<file path="config.mk">
export PLATFORM = sky130hd
export DESIGN_NAME = corr_window_seq
export DESIGN_NICKNAME = d
export VERILOG_FILES = /design/src/rtl/corr_pkg.sv /design/src/rtl/corr_result_fifo.sv /design/src/rtl/corr_window_seq.sv
export SDC_FILE = /design/constraint.sdc
export NUM_CORES = 1
export LEC_CHECK = 0
export ABC_AREA = 1
export CORE_ASPECT_RATIO = 1.1
export CORE_MARGIN = 10
export CORE_UTILIZATION = 47
export DETAILED_ROUTE_END_ITERATION = 12
export PLACE_DENSITY = 0.77
export SLEW_MARGIN = 10
export SYNTH_ARGS = -nofsm -noshare
export SYNTH_HDL_FRONTEND = slang
export SYNTH_SLANG_ARGS = --single-unit
</file>
<file path="constraint.sdc">
create_clock -name i_clk -period 1.8 [get_ports i_clk]
set_input_delay 0.18 -clock i_clk [delete_from_list [all_inputs] [get_ports i_clk]]
set_output_delay 0.18 -clock i_clk [all_outputs]
set_load 0.005 [all_outputs]
</file>
<file path="src/rtl/corr_pkg.sv">
// Shared types for the correlator window sequencer.
// CORR_WINDOW_SEQNUM_EN adds a 16-bit window index to each result.
package corr_pkg;

    localparam int CORR_TIME_W = 8;

    function automatic int corr_exp_w(input int time_w);
        return $clog2(time_w + 1);
    endfunction

    localparam int CORR_EXP_W = corr_exp_w(CORR_TIME_W);

    typedef enum logic {
        IDLE,
        RUN
    } corrWinState_t;

    typedef struct packed {
        logic [CORR_TIME_W-1:0] countX;
        logic [CORR_TIME_W-1:0] countY;
        logic [CORR_TIME_W-1:0] countIsect;
        logic [CORR_TIME_W-1:0] countSymdiff;
`ifdef CORR_WINDOW_SEQNUM_EN
        logic [15:0]            seqNum;
`endif
    } corrResult_t;

endpackage

</file>
<file path="src/rtl/corr_result_fifo.sv">
// Two-entry valid/ready FIFO of correlator results.
// A push into a full FIFO is taken only when a pop happens in the same cycle.
module corr_result_fifo
    import corr_pkg::*;
(
    input  logic        i_clk,
    input  logic        i_rst_n,
    input  logic        i_push,
    input  corrResult_t i_data,
    input  logic        i_ready,
    output logic        o_full,
    output logic        o_empty,
    output corrResult_t o_data
);

    corrResult_t mem_q [2];
    corrResult_t mem_d [2];
    logic        rd_q, rd_d;
    logic        wr_q, wr_d;
    logic [1:0]  cnt_q, cnt_d;
    logic        pop;
    logic        push_ok;

    always_comb begin
        mem_d   = mem_q;
        rd_d    = rd_q;
        wr_d    = wr_q;
        pop     = (cnt_q != 2'd0) && i_ready;
        push_ok = i_push && ((cnt_q != 2'd2) || pop);
        if (push_ok) begin
            mem_d[wr_q] = i_data;
            wr_d        = ~wr_q;
        end
        if (pop) begin
            rd_d = ~rd_q;
        end
        cnt_d = cnt_q + {1'b0, push_ok} - {1'b0, pop};
    end

    always_ff @(posedge i_clk or negedge i_rst_n) begin
        if (!i_rst_n) begin
            for (int i = 0; i < 2; i++) begin
                mem_q[i] <= '0;
            end
            rd_q  <= 1'b0;
            wr_q  <= 1'b0;
            cnt_q <= 2'd0;
        end else begin
            mem_q <= mem_d;
            rd_q  <= rd_d;
            wr_q  <= wr_d;
            cnt_q <= cnt_d;
        end
    end

    assign o_full  = (cnt_q == 2'd2);
    assign o_empty = (cnt_q == 2'd0);
    assign o_data  = mem_q[rd_q];

endmodule

</file>
<file path="src/rtl/corr_window_seq.sv">
// Window sequencer and result reader for the rectangular correlator.
// Optional CORR_WINDOW_SEQNUM_EN adds o_seqNum carried with each result.
module corr_window_seq
    import corr_pkg::*;
#(
    parameter  int TIME_W = 8,
    parameter  int DROP_W = 8,
    localparam int EXP_W  = $clog2(TIME_W + 1)
) (
    input  logic              i_clk,
    input  logic              i_rst_n,
    input  logic              i_cg,
    input  logic              i_enable,
    input  logic [EXP_W-1:0]  i_windowLengthExp,
    output logic [EXP_W-1:0]  o_windowLengthExp,
    output logic              o_zeroCounts,
    input  logic [TIME_W-1:0] i_countX,
    input  logic [TIME_W-1:0] i_countY,
    input  logic [TIME_W-1:0] i_countIsect,
    input  logic [TIME_W-1:0] i_countSymdiff,
    output logic              o_valid,
    input  logic              i_ready,
    output logic [TIME_W-1:0] o_countX,
    output logic [TIME_W-1:0] o_countY,
    output logic [TIME_W-1:0] o_countIsect,
    output logic [TIME_W-1:0] o_countSymdiff,
    output logic [DROP_W-1:0] o_dropCount
`ifdef CORR_WINDOW_SEQNUM_EN
    ,
    output logic [15:0]       o_seqNum
`endif
);

    if (TIME_W != CORR_TIME_W) begin : g_width_check
        $error("TIME_W must equal corr_pkg::CORR_TIME_W");
    end

    corrWinState_t     state_q, state_d;
    logic [TIME_W-1:0] wc_q, wc_d;
    logic [TIME_W-1:0] wc_raw;
    logic [EXP_W-1:0]  exp_q, exp_d;
    logic [EXP_W-1:0]  exp_in;
    logic [DROP_W-1:0] drop_q, drop_d;
    logic [15:0]       seq_q, seq_d;
    logic              capture;
    corrResult_t       cap;
    corrResult_t       head;
    logic              fifo_full;
    logic              fifo_empty;
    logic              fifo_pop;

    // Out-of-range exponents are clamped to the widest window.
    assign exp_in = (i_windowLengthExp > EXP_W'(TIME_W))
                  ? EXP_W'(TIME_W) : i_windowLengthExp;

    assign fifo_pop = !fifo_empty && i_ready;

    always_comb begin
        state_d = state_q;
        exp_d   = exp_q;
        seq_d   = seq_q;
        drop_d  = drop_q;
        wc_raw  = wc_q;
        capture = 1'b0;
        unique case (state_q)
            IDLE: begin
                wc_raw = '0;
                if (i_cg) begin
                    exp_d = exp_in;
                    if (i_enable) begin
                        state_d = RUN;
                        wc_raw  = TIME_W'(1);
                        seq_d   = '0;
                    end
                end
            end
            RUN: begin
                if (i_cg) begin
                    if (!i_enable) begin
                        state_d = IDLE;
                        wc_raw  = '0;
                    end else begin
                        if (wc_q == '0) begin
                            capture = 1'b1;
                            exp_d   = exp_in;
                            seq_d   = seq_q + 16'd1;
                        end
                        wc_raw = wc_q + 1'b1;
                    end
                end
            end
            default: begin
                state_d = IDLE;
                wc_raw  = '0;
            end
        endcase
        // Mask with the exponent in force for the cycle being entered.
        wc_d = wc_raw & ~({TIME_W{1'b1}} << exp_d);
        if (capture && fifo_full && !fifo_pop && (drop_q != '1)) begin
            drop_d = drop_q + 1'b1;
        end
    end

    always_comb begin
        cap              = '0;
        cap.countX       = i_countX;
        cap.countY       = i_countY;
        cap.countIsect   = i_countIsect;
        cap.countSymdiff = i_countSymdiff;
`ifdef CORR_WINDOW_SEQNUM_EN
        cap.seqNum       = seq_q;
`endif
    end

    always_ff @(posedge i_clk or negedge i_rst_n) begin
        if (!i_rst_n) begin
            state_q <= IDLE;
            wc_q    <= '0;
            exp_q   <= '0;
            drop_q  <= '0;
            seq_q   <= '0;
        end else begin
            state_q <= state_d;
            wc_q    <= wc_d;
            exp_q   <= exp_d;
            drop_q  <= drop_d;
            seq_q   <= seq_d;
        end
    end

    corr_result_fifo u_fifo (
        .i_clk   (i_clk),
        .i_rst_n (i_rst_n),
        .i_push  (capture),
        .i_data  (cap),
        .i_ready (i_ready),
        .o_full  (fifo_full),
        .o_empty (fifo_empty),
        .o_data  (head)
    );

    assign o_windowLengthExp = exp_q;
    assign o_zeroCounts      = (state_q == IDLE) || (wc_q == '0);
    assign o_valid           = !fifo_empty;
    assign o_countX          = head.countX;
    assign o_countY          = head.countY;
    assign o_countIsect      = head.countIsect;
    assign o_countSymdiff    = head.countSymdiff;
    assign o_dropCount       = drop_q;
`ifdef CORR_WINDOW_SEQNUM_EN
    assign o_seqNum          = head.seqNum;
`endif

endmodule

</file>
## Yosys cells after proc, flatten, opt, wreduce, memory -nomap -nowiden

Index checks and enable logic that the tools add are counted.

- Bitwise logic cells: 7
- Equality and inequality tests: 3
- $add $sub $neg: 4
- Multiplexer cells: 25
- Shift-type cells: 1
- Magnitude comparators: 4
- Reduce and logical (&&, ||, !) cells: 14

Operators with widths:

| kind | number |
|---|---|
| two-way mux 32 bit | 4 |
| bitwise mux 64 bit | 1 |
| demux 32 bit (select 1 bit) | 1 |
| two-way mux 4 bit | 5 |
| adder 8 x 1 -> 8 bit (second input constant) | 2 |
| two-way mux 8 bit | 2 |
| one-hot mux 8 bit (2 select lines) | 1 |
| two-way mux 1 bit | 9 |
| AND 8 bit | 1 |
| zero test 8 bit | 1 |
| inequality test 8 bit (second input constant) | 1 |
| NOT 8 bit | 1 |
| one-hot mux 4 bit (2 select lines) | 1 |
| << shifter 8 x 4 -> 8 bit (first input constant) | 1 |
| logical AND 1 bit | 7 |
| >= comparator 2 bit (second input constant) | 2 |
| greater-than comparator 4 bit (second input constant) | 1 |
| NOT 1 -> 2 bit | 2 |
| NOT 1 bit | 3 |
| adder 2 x 1 -> 2 bit | 1 |
| equality test 2 bit (second input constant) | 1 |
| zero test 1 bit | 2 |
| zero test 2 bit | 1 |
| logical OR 1 bit | 2 |
| other kinds (5) | 5 |

- Flip-flop bits (word level): 89
- Input bits: 41
- Output and inout bits: 46

## Logic depth before layout (Yosys ltp)

Gate-level depths: netlist (run 1).

- Depth after elaboration: 9
- Depth in mapped cells: 11

## By module

Synthesis (run 1) repeated with hierarchy kept, for this count alone.

- Cell total of the unflattened synthesis: 605
- Area, all modules: 4699.5 µm²

Modules (own cells, without submodules):

| module | area an instance (µm²) | sequential area each (µm²) | cells each | instances |
|---|---|---|---|---|
| corr_result_fifo | 3286.9 | 1701.6 | 414 | 1 |
| corr_window_seq | 1412.6 | 525.5 | 191 | 1 |

## Least setup slack after synthesis (run 1)

OpenSTA, ideal clock, no wires.

- Path kind: flip-flop to flip-flop
- Start point: register wc_q[0]
- End point: register u_fifo.mem_q[0] (netlist name)
- Stages on the path, launching flop included: 12
- Setup time: 0.130 ns
- Path buffers: 2
- Path slack: 0.139 ns
- Arrival: 1.531 ns
- Cell sequence: dfrtp_1 inv_1 ha_1 nand2_2 nor2_4 nand2_4 nor3_2 nand2_1 buf_6 buf_6 nand2_1 o21ai_1

- Word-level cells in the longest chain between the ends: 6

Ends and longest elaborated chain:

| item | RTL line | text |
|---|---|---|
| from (decl) | corr_window_seq.sv:39 | `logic [TIME_W-1:0] wc_q, wc_d;` |
| from (signal assigned) | corr_window_seq.sv:124 | `wc_q <= wc_d;` |
| zero test 8 bit | corr_window_seq.sv:83 | `if (wc_q == '0) begin` |
| two-way mux 1 bit | corr_window_seq.sv:83 |  |
| two-way mux 1 bit | corr_window_seq.sv:79 | `if (!i_enable) begin` |
| two-way mux 1 bit | corr_window_seq.sv:78 | `if (i_cg) begin` |
| two-way mux 1 bit | corr_window_seq.sv:65 | `unique case (state_q)` |
| logical AND 1 bit | corr_result_fifo.sv:29 | `push_ok = i_push && ((cnt_q != 2'd2) \|\| pop);` |
| to (signal assigned) | corr_result_fifo.sv:49 | `mem_q <= mem_d;` |
| to (decl) | corr_result_fifo.sv:16 | `corrResult_t mem_q [2];` |

No other way between the ends.
A chain may end at the register's enable or synchronous reset.

## Worst setup path after layout (run 1)

- Start point: register u_fifo.rd_q
- End point: output o_countSymdiff[7]

- Word-level cells in the longest chain between the ends: 4

Ends and longest elaborated chain:

| item | RTL line | text |
|---|---|---|
| from (decl) | corr_result_fifo.sv:18 | `logic rd_q, rd_d;` |
| from (signal assigned) | corr_result_fifo.sv:50 | `rd_q <= rd_d;` |
| NOT 1 -> 2 bit (implied by the code) | corr_result_fifo.sv:58 | `assign o_data = mem_q[rd_q];` |
| two-way mux 32 bit (implied by the code) (3 in a row) | corr_result_fifo.sv:58 |  |
| to (decl) | corr_window_seq.sv:26 | `output logic [TIME_W-1:0] o_countSymdiff,` |

No other way between the ends. The select of a mux whose other input is x is not followed.

==> impl_metrics.json, run 1 <==
{
  "die_area_sq_um": 13480,
  "ys_seq_area_frac": 0.5134,
  "ios": 87,
  "clk_latency_ns": 0.36,
  "end_kind": "output port",
  "die_x_um": 111.6,
  "crit_slowest_cell": "dfrtp_2",
  "cpPeakStageDelay_ns": 0.48,
  "n_antenna_cell": 0,
  "initial_core_util": 0.4864,
  "dpl_cell_area_sq_um": 5431,
  "power.density_nw_per_um2": 1356,
  "synth_top_area_frac": 0.5134,
  "outcome": "completed",
  "wl_met3_um": 889,
  "drt_first_pass_iters": 5,
  "hold_viol_final": 0,
  "fin_nets": 701,
  "synth_area_sq_um": 4338,
  "grt_max_degree": 65,
  "r2r_end": "u_fifo.mem_q[19]$_DFFE_PN0P_",
  "grt_pass1_vias": 3877,
  "area_delta_synth_final_pct": 36.37,
  "rsz0062_at_grt": "true",
  "maxSlewViolCount": 0,
  "place_inst": 740,
  "skew_ns": 0.01020,
  "rows": 36,
  "reg2reg_from": "wc_q[0]$_DFF_PN0_",
  "reg2reg_slack_ns": 0.06,
  "synth-seq-cells": 89,
  "final_common_cell": "nand2_1",
  "core_sq_um": 8919,
  "grt_pass1_wl_um": 18530,
  "seqCellArea_sq_um": 2230,
  "drtAntennaViolNets": 0,
  "wl_met2_um": 5782,
  "wl_um": 12060,
  "synth_cells": 538,
  "whs_ns": 0.3715,
  "worstSetupStartpointType": "flip-flop",
  "gp_congestion": 0.8858,
  "portBuffers": 86,
  "cts_buffer_depth": 2,
  "drt-vias-per-instance": 5.144,
  "routed-via-count": 3976,
  "hold_path_class": "input pin to asynchronous set/reset pin",
  "cp_max_fo": 22,
  "cts_tree": "built",
  "slew_headroom": 0.5840,
  "cp_data_required_time_ns": 1.62,
  "cts_sinks": 89,
  "synth_nets": 584,
  "worstMarginPinSlew_ns": 0.6240,
  "numCtsBuffers": 9,
  "cap_violations": 0,
  "crit_path_frequent_cell": "nand2_1",
  "cts.htree.levels": 3,
  "worst_ep_arrival_time_ns": 1.61,
  "antenna_found_initial": 0,
  "crit_type": "flip-flop to output port",
  "avgSynthCellArea_sq_um": 8.063,
  "ys_top_cells_by_area": "dfrtp_1 51%, nand2_1 18%, inv_1 5.2%",
  "fill_cells": 733,
  "wire_per_inst_um": 15.61,
  "drc": 0,
  "die_h_um": 120.8,
  "mostFrequentLayoutCells": "205 x nand2_1, 87 x dfrtp_1, 59 x inv_1, 52 x clkdlybuf4s50_1, 41 x o21ai_1",
  "routed.top_layer": "met4",
  "multi_input_area_sq_um": 1784,
  "setup.worst_path.end": "o_countSymdiff[7]",
  "grtUsageTotal": 0.1622,
  "post-route-min-period_ns": 1.795,
  "path_clk_slew_ns": 0.09,
  "synth_area_leader_cell": "dfrtp_1",
  "final_layout_size_suffix_gt1_frac": 0.1548,
  "cp-startpoint": "u_fifo.rd_q$_DFFE_PN0P_",
  "worstPathCellList": "inv_4 -> buf_4 -> buf_12 -> nand2_1 -> nand2_1 -> dlygate4sd2_1",
  "fin_cells": 773,
  "ir_worst_vdd_mv": 0.6291,
  "power.leakage_nw": 3.185,
  "wl_met1_um": 5208,
  "setup_violations": 0,
  "cts-root-buf": "clkbuf_8",
  "timing.fmax_mhz": 557.2,
  "synth_cell_types": 29,
  "hpwlAfterDp_um": 7696,
  "overflow": 0,
  "rr_worst_depth": 9,
  "ys_warn_count": 0,
  "stdcell_area_sq_um": 5916,
  "post-route-period-util": 0.9970,
  "drt_iter0_markers": 181
}
## worst max-delay path, delay by kind of cell (launching register included)
family	cells	cell delay (ns)
flip-flops	1	0.48
buffers and inverters	4	0.59
AND/OR/NAND/NOR	2	0.19
## metal layers
| metal | GRT usage | up-vias |
|---|---|---|
| met5 | 0 | - |
| met1 | 0.2100 | 1895 |
| met2 | 0.2654 | 151 |
| li1 | - | 1910 |
| met4 | 0.04502 | 0 |
| met3 | 0.03858 | 20 |
## cells in the mapped netlist (all sizes together)
library cell	count
nand2	212
dfrtp	89
o21ai	73
inv	60
nor2	32
nand3	15
buf	12
clkbuf	9
a21oi	8
ha	5
xor2	5
nand4	3
or2	3
xnor2	3
a22oi	2
nand3b	2
a31oi	1
a32oi	1
clkinv	1
nor3	1
o22ai	1
## where the power goes
group | switching (mW) | internal, mW
clock | 0.743 | 0.642
sequential | 0.486 | 2.76
combinational | 1.65 | 1.73
## per-stage QoR
| step | util | total power, mW | setup slack [ns] | setup TNS (ns) |
|---|---|---|---|---|
| floorplan | - | 4.814 | 0.1392 | 0 |
| global placement | 0.6090 | 6.459 | 0.008880 | 0 |
| detailed placement | 0.6090 | 6.600 | -0.009772 | -0.02599 |
| CTS | 0.6366 | 7.783 | -0.09720 | -0.2587 |
| global route | 0.6633 | 8.610 | -0.05156 | -0.3280 |
| finish | 0.6633 | 8.022 | 0.005454 | 0 |
## how the worst min path moves through the flow
| stage | slack [ns] | cells past startpoint | endpoint | start |
|---|---|---|---|---|
| after floorplan | -0.12 | 0 | asynchronous set/reset pin | i_rst_n |
| after global placement | 0.23 | 1 | u_fifo.mem_q[44]$_DFFE_PN0P_ | i_rst_n |
| after detailed placement | 0.23 | 1 | u_fifo.mem_q[44]$_DFFE_PN0P_ | i_rst_n |
| after CTS | 0.39 | 3 | u_fifo.mem_q[1]$_DFFE_PN0P_ | i_countSymdiff[1] |
| after global routing | 0.39 | 3 | u_fifo.mem_q[1]$_DFFE_PN0P_ | i_countSymdiff[1] |
| final | 0.37 | 2 | u_fifo.mem_q[44]$_DFFE_PN0P_ | i_rst_n |
## flip-flops by register name, summed over array words and instances, names as in the netlist, named ones only
| signal | flops |
|---|---|
| u_fifo.wr_q | 1 |
| u_fifo.mem_q | 64 |
| u_fifo.cnt_q | 2 |
| u_fifo.rd_q | 1 |
| o_windowLengthExp | 4 |
| wc_q | 8 |
| o_dropCount | 8 |
## cell type report
class                           instances  share of cell area
Multi-Input combinational cell        367              0.3016
Timing Repair Buffer                  127              0.2259
Tap cell                              114             0.02411
Clock buffer                            9             0.02094
Sequential cell                        89              0.3769
Inverter                               61             0.03913
Clock inverter                          6             0.01142
## timing repair
| action | in CTS | in global routing |
|---|---|---|
| setup buffers | 4 | 6 |
| hold endpoints to repair | 44 | 0 |
| hold buffers | 1 | 0 |
| gates cloned | 1 | 6 |
| setup endpoints to repair | 53 | 59 |
| gates resized for setup | 30 | 23 |
| pin swaps | 1 | 1 |
## kinds of logic (layout without fill, tap and decap cells)
| group | count (synthesis) | count (layout) | share of synthesized area |
|---|---|---|---|
| buffers and inverters | 82 | 203 | 0.08336 |
| and+or+nand+nor | 268 | 268 | 0.2509 |
| adders and majority gates | 5 | 5 | 0.01442 |
| xor gates and xnor gates | 8 | 8 | 0.01615 |
| DFF | 89 | 89 | 0.5134 |
| AOI/OAI and AO/OA | 86 | 86 | 0.1217 |
Power figures use the tool's default switching activity.
==> run 2: changes to the inputs <==
--- a/config.mk
+++ b/config.mk
@@ -8,5 +8,4 @@
 export ABC_AREA = 1
 export CORE_ASPECT_RATIO = 1.1
-export CORE_MARGIN = 10
 export CORE_UTILIZATION = 47
 export DETAILED_ROUTE_END_ITERATION = 12
==> constraint.sdc (replaced) <==
create_clock -name i_clk -period 1.8 [get_ports i_clk]
set_input_delay 0.36 -clock i_clk [delete_from_list [all_inputs] [get_ports i_clk]]
set_output_delay 0.36 -clock i_clk [all_outputs]
set_load 0.005 [all_outputs]
==> run 2 against run 1 <==
Effect of this change:
- the run now ends with setup timing left
- global-route usage up 16 points
- die area down 29%
- utilization up 14 points
- non-clock buffer count up 28
- final cell count up 3.8%
- flip-flop and latch count unchanged
- clock skew up 0.010 ns
- final area up 21%
- total power up 26%
- combinational power up 48%
- setup slack worse by 0.20 ns
- largest cell class is now multi-input combinational cells
- highest routed layer unchanged
==> impl_metrics.json, run 2 (same netlist as run 1, synthesis figures left out) <==
{
  "outcome": "complete, but fails checks",
  "violations": "setup timing",
  "hold_path_class": "input pin to asynchronous set/reset pin",
  "path_clk_slew_ns": 0.11,
  "grt_pass1_wl_um": 22690,
  "slew_headroom": 0.7550,
  "rsz0062_at_grt": "true",
  "numCtsBuffers": 9,
  "fin_total_pwr_mw": 10.15,
  "setup_violations": 82,
  "timing.fmax_mhz": 502.5,
  "cts_tree": "built",
  "cts-root-buf": "clkbuf_8",
  "gp_congestion": 0.9430,
  "drt_first_pass_iters": 5,
  "hpwlAfterDp_um": 6957,
  "worstMarginPinSlew_ns": 0.3662,
  "ir_worst_vdd_mv": 0.6475,
  "end_kind": "flip-flop",
  "clk_latency_ns": 0.39,
  "cts.htree.levels": 3,
  "crit_type": "flip-flop to flip-flop",
  "final_layout_size_suffix_gt1_frac": 0.4477,
  "drt-vias-per-instance": 5.763,
  "die_x_um": 93.60,
  "dpl_cell_area_sq_um": 5529,
  "worst_ep_arrival_time_ns": 2.31,
  "wire_per_inst_um": 21.21,
  "antenna_found_initial": 0,
  "drtAntennaViolNets": 0,
  "hold_viol_final": 0,
  "portBuffers": 86,
  "timing.final.ws_setup_ns": -0.1899,
  "cts_buffer_depth": 2,
  "fill_cells": 441,
  "fin_nets": 729,
  "die_area_sq_um": 9618,
  "core_sq_um": 8919,
  "cap_violations": 0,
  "cts_sinks": 89,
  "skew_ns": 0.02023,
  "power.leakage_nw": 3.533,
  "mostFrequentLayoutCells": "104 x nand2_1, 87 x dfrtp_1, 65 x nand2_4, 59 x inv_1, 55 x o21ai_2",
  "cp_max_fo": 12,
  "final_common_cell": "nand2_1",
  "max_flop_register": "u_fifo.mem_q",
  "wl_um": 17010,
  "routed-via-count": 4622,
  "stdcell_area_sq_um": 7152,
  "power.density_nw_per_um2": 1419,
  "post-route-period-util": 1.105,
  "drc": 0,
  "cp_data_required_time_ns": 2.12,
  "rows": 36,
  "die_h_um": 102.8,
  "initial_core_util": 0.4864,
  "post-route-min-period_ns": 1.990,
  "largest_register_ffs": 64,
  "whs_ns": 0.4084,
  "worstSetupStartpointType": "flip-flop",
  "n_antenna_cell": 0,
  "ios": 87,
  "maxSlewViolCount": 0,
  "reg2reg_slack_ns": -0.19,
  "grtUsageTotal": 0.3189,
  "area_delta_synth_final_pct": 64.87,
  "overflow": 0,
  "grt_pass1_vias": 4471,
  "grt_max_degree": 33,
  "drt_iter0_markers": 304
}
## run 2: layout make-up
type / instances / area (sq um) / share of cell area
Sequential cell: 89 / 2230 / 0.3118
Multi-Input combinational cell: 367 / 2624 / 0.3669
Clock inverter: 5 / 56.30 / 0.007873
Clock buffer: 11 / 131.4 / 0.01837
Tap cell: 114 / 142.6 / 0.01994
Inverter: 61 / 234.0 / 0.03272
Timing Repair Buffer: 155 / 1734 / 0.2425
## run 2: path summary, 6_finish.rpt
kind | start | end | depth (start not counted)
setup / recovery | wc_q[6]$_DFF_PN0_ | u_fifo.mem_q[19]$_DFFE_PN0P_ | 11
hold / removal | i_rst_n | u_fifo.mem_q[8]$_DFFE_PN0P_ | 2
setup reg to reg | wc_q[6]$_DFF_PN0_ | u_fifo.mem_q[19]$_DFFE_PN0P_ | 11
hold reg to reg | o_dropCount[6]$_DFFE_PN0P_ | o_dropCount[6]$_DFFE_PN0P_ | 1
max in group asynchronous | i_rst_n | o_dropCount[2]$_DFFE_PN0P_ | 3
min in group i_clk | o_dropCount[6]$_DFFE_PN0P_ | o_dropCount[6]$_DFFE_PN0P_ | 1
## run 2: where the power goes
part / total, mW / switching (mW) / internal (mW)
Sequential: 3.71 / 0.946 / 2.76
Combinational: 5.02 / 2.47 / 2.55
Clock: 1.42 / 0.779 / 0.642
## run 2: stage by stage
step / worst slack, ns / cells / utilization / setup TNS [ns]
global route: -0.2796 / 802 / 0.8019 / -16.79
detailed placement: -0.1630 / 753 / 0.6199 / -9.643
global placement: -0.1339 / 753 / 0.6199 / -7.134
floorplan: 0.1392 / 538 / - / 0
finish: -0.1899 / 802 / 0.8019 / -10.26
CTS: -0.1525 / 801 / 0.7441 / -6.133
## run 2: timing repair
action,CTS,global route
hold buffers,1,0
pin swaps,14,22
cloned,15,1
setup buffers,17,5
setup endpoints to repair,101,113
gates resized for setup,226,167
endpoints found under the hold margin,16,0
## run 2: critical path: stages (launching register included)
cell	delay [ns]
dfrtp_1	0.43
nor2_2	0.16
nand2_2	0.09
buf_6	0.12
nor2_4	0.11
nand2_4	0.07
nor3_4	0.21
buf_6	0.16
nand2_8	0.08
buf_4	0.17
buf_16	0.15
o21ai_2	0.16
## run 2: layer usage
| metal | up-vias | wire (um) | global-route usage |
|---|---|---|---|
| met5 | - | 0 | 0 |
| met2 | 302 | 8186 | 0.5622 |
| met1 | 2231 | 6113 | 0.3564 |
| li1 | 1977 | - | - |
| met3 | 112 | 1363 | 0.07817 |
| met4 | 0 | 1343 | 0.1763 |
==> run 3: changes to the inputs <==
PLACE_DENSITY = 0.86   (was 0.77)
==> run 3 against run 2 <==
Effect of this change:
- the flow still finishes with violations (setup timing)
- critical path depth shrank 1
- wire length rose by 5.7%
- first-iteration DRC count is 28% higher
- worst hold slack better by 0.059 ns
- final cell count rose by 0.37%
- clock power is 7% higher
- non-clock buffer count grew 2
- via count grew 3.5%
- total power down 3.0%
- global-route usage is 0.75 points lower
- combinational power is 7.4% lower
- maximum frequency shrank 2.6%
- largest power group unchanged
- highest routed layer unchanged
==> impl_metrics.json, run 3 (same netlist as run 1, synthesis figures left out) <==
{
  "outcome": "complete, but fails checks",
  "violations": "setup timing",
  "cp_data_required_time_ns": 2.10,
  "die_x_um": 93.60,
  "antenna_found_initial": 1,
  "reg2reg_from": "wc_q[5]$_DFF_PN0_",
  "post-route-period-util": 1.136,
  "routed-via-count": 4782,
  "fin_nets": 731,
  "wl_um": 17980,
  "skew_ns": 0.03173,
  "reg2reg_slack_ns": -0.24,
  "maxSlewViolCount": 0,
  "rr_worst_depth": 10,
  "rows": 36,
  "cap_violations": 0,
  "drt_first_pass_iters": 5,
  "dpl_cell_area_sq_um": 5534,
  "setup_violations": 81,
  "p_int_mw": 5.711,
  "hold_path_class": "input pin to asynchronous set/reset pin",
  "slew_headroom": 0.6942,
  "hpwlAfterDp_um": 7076,
  "area_delta_synth_final_pct": 63.63,
  "largest_register_ffs": 64,
  "end_kind": "flip-flop",
  "cp-startpoint": "wc_q[5]$_DFF_PN0_",
  "drt_iter0_markers": 390,
  "timing.final.ws_setup_ns": -0.2439,
  "p_switching_mw": 4.130,
  "ir_worst_vdd_mv": 0.7941,
  "timing.fmax_mhz": 489.3,
  "worstMarginPinSlew_ns": 0.4586,
  "p_clk_frac": 0.155,
  "cts.htree.levels": 3,
  "grt_pass1_wl_um": 22290,
  "whs_ns": 0.4675,
  "sw_frac_of_total": 0.4197,
  "power.leakage_nw": 3.521,
  "cts_sinks": 89,
  "worst_ep_arrival_time_ns": 2.35,
  "grt_max_degree": 33,
  "rsz0062_at_grt": "true",
  "clk_latency_ns": 0.39,
  "combPwrFrac": 0.473,
  "die_h_um": 102.8,
  "power.density_nw_per_um2": 1386,
  "post-route-min-period_ns": 2.044,
  "mostFrequentLayoutCells": "131 x nand2_1, 87 x dfrtp_1, 59 x inv_1, 58 x nand2_4, 52 x o21ai_2",
  "portBuffers": 86,
  "cp_max_fo": 8,
  "cts_buffer_depth": 2,
  "setup.worst_path.end": "u_fifo.mem_q[23]$_DFFE_PN0P_",
  "gp_congestion": 0.8686,
  "hold_viol_final": 0,
  "seq_power_share": 0.372,
  "core_sq_um": 8919,
  "grt_pass1_vias": 4403,
  "final_common_cell": "nand2_1",
  "r2r_end": "u_fifo.mem_q[23]$_DFFE_PN0P_",
  "overflow": 0,
  "ios": 87,
  "numCtsBuffers": 9,
  "die_area_sq_um": 9618,
  "fill_cells": 469,
  "stdcell_area_sq_um": 7098,
  "fin_total_pwr_mw": 9.841,
  "path_clk_slew_ns": 0.13,
  "crit_type": "flip-flop to flip-flop",
  "drc": 0,
  "dp_slack_ns": -0.2032,
  "drtAntennaViolNets": 0,
  "cts-root-buf": "clkbuf_8",
  "max_flop_register": "u_fifo.mem_q",
  "drt-vias-per-instance": 5.940,
  "wire_per_inst_um": 22.33,
  "cts_tree": "built",
  "final_layout_size_suffix_gt1_frac": 0.4159,
  "worstSetupStartpointType": "flip-flop",
  "initial_core_util": 0.4864,
  "grtUsageTotal": 0.3114
}
## run 3: cell types whose count changed in the layout (fill, tap and decap cells not counted), sizes merged
cell / before / now
inv: 60 / 63
clkinv: 4 / 3
buf: 82 / 71
diode: 0 / 1
dlymetal6s2s: 0 / 3
dlygate4sd2: 3 / 5
clkbuf: 25 / 31
## run 3: power by group through the flow
stage               combinational (mW)  clock [mW]  sequential, mW
floorplan                         1.71           0            3.11
global placement                  3.24           0            3.18
detailed placement                3.36           0            3.22
CTS                               3.65        1.45            3.33
global route                      4.93        1.59            3.69
finish                            4.65        1.52            3.67
## run 3: how the worst min path moves through the flow
stage                     startpoint                           end  slack [ns]  cells past startpoint
after CTS                    i_rst_n  u_fifo.mem_q[62]$_DFFE_PN0P_        0.48                      2
after global placement       i_rst_n  u_fifo.mem_q[12]$_DFFE_PN0P_        0.32                      1
after detailed placement     i_rst_n  u_fifo.mem_q[12]$_DFFE_PN0P_        0.33                      1
after floorplan              i_rst_n    asynchronous set/reset pin        0.06                      0
final                        i_rst_n  u_fifo.mem_q[23]$_DFFE_PN0P_        0.47                      2
after global routing         i_rst_n  u_fifo.mem_q[23]$_DFFE_PN0P_        0.51                      2
## run 3: through the flow
step                utilization  TNS [ns]  instances
detailed placement       0.6205    -12.21        752
CTS                      0.7341    -11.50        797
floorplan                     -         0        538
finish                   0.7959    -11.75        805
global route             0.7956    -16.09        804
global placement         0.6205    -6.657        752
## run 3: timing repair
item / CTS / global route
gates cloned: 15 / 2
hold endpoints to repair: 30 / 0
resized for setup: 142 / 215
endpoints found under the setup margin: 102 / 117
hold buffers: 1 / 0
pin swaps: 9 / 23
buffers inserted: 14 / 17
## run 3: layout make-up
cell class | instances | area [sq um] | share of cell area
diodes | 1 | 2.502 | 0.0003525
clock buffers | 9 | 123.9 | 0.01745
clock inverters | 7 | 85.08 | 0.01199
inverters | 61 | 234.0 | 0.03296
multi-input cells | 367 | 2581 | 0.3637
flip-flops and latches | 89 | 2230 | 0.3141
well taps | 114 | 142.6 | 0.02010
repair buffers | 157 | 1699 | 0.2394
## run 3: per-layer routing
layer  vias to the layer above  wire length (um)  global-route usage
met3                       123              1553             0.06490
met2                       364              8920              0.5549
met5                         -                 0                   0
li1                       1978                 -                   -
met1                      2317              6245              0.3652
met4                         0              1255              0.1349
## run 3: critical path, cell delays in order (launching register included)
cell and delay [ns]:
dfrtp_1 0.45, nor2_2 0.14, nand2_2 0.09, buf_4 0.15, nor2_4 0.13, nand2_4 0.07
nor3_4 0.22, nand2_4 0.18, buf_6 0.18, buf_16 0.15, o21ai_4 0.19
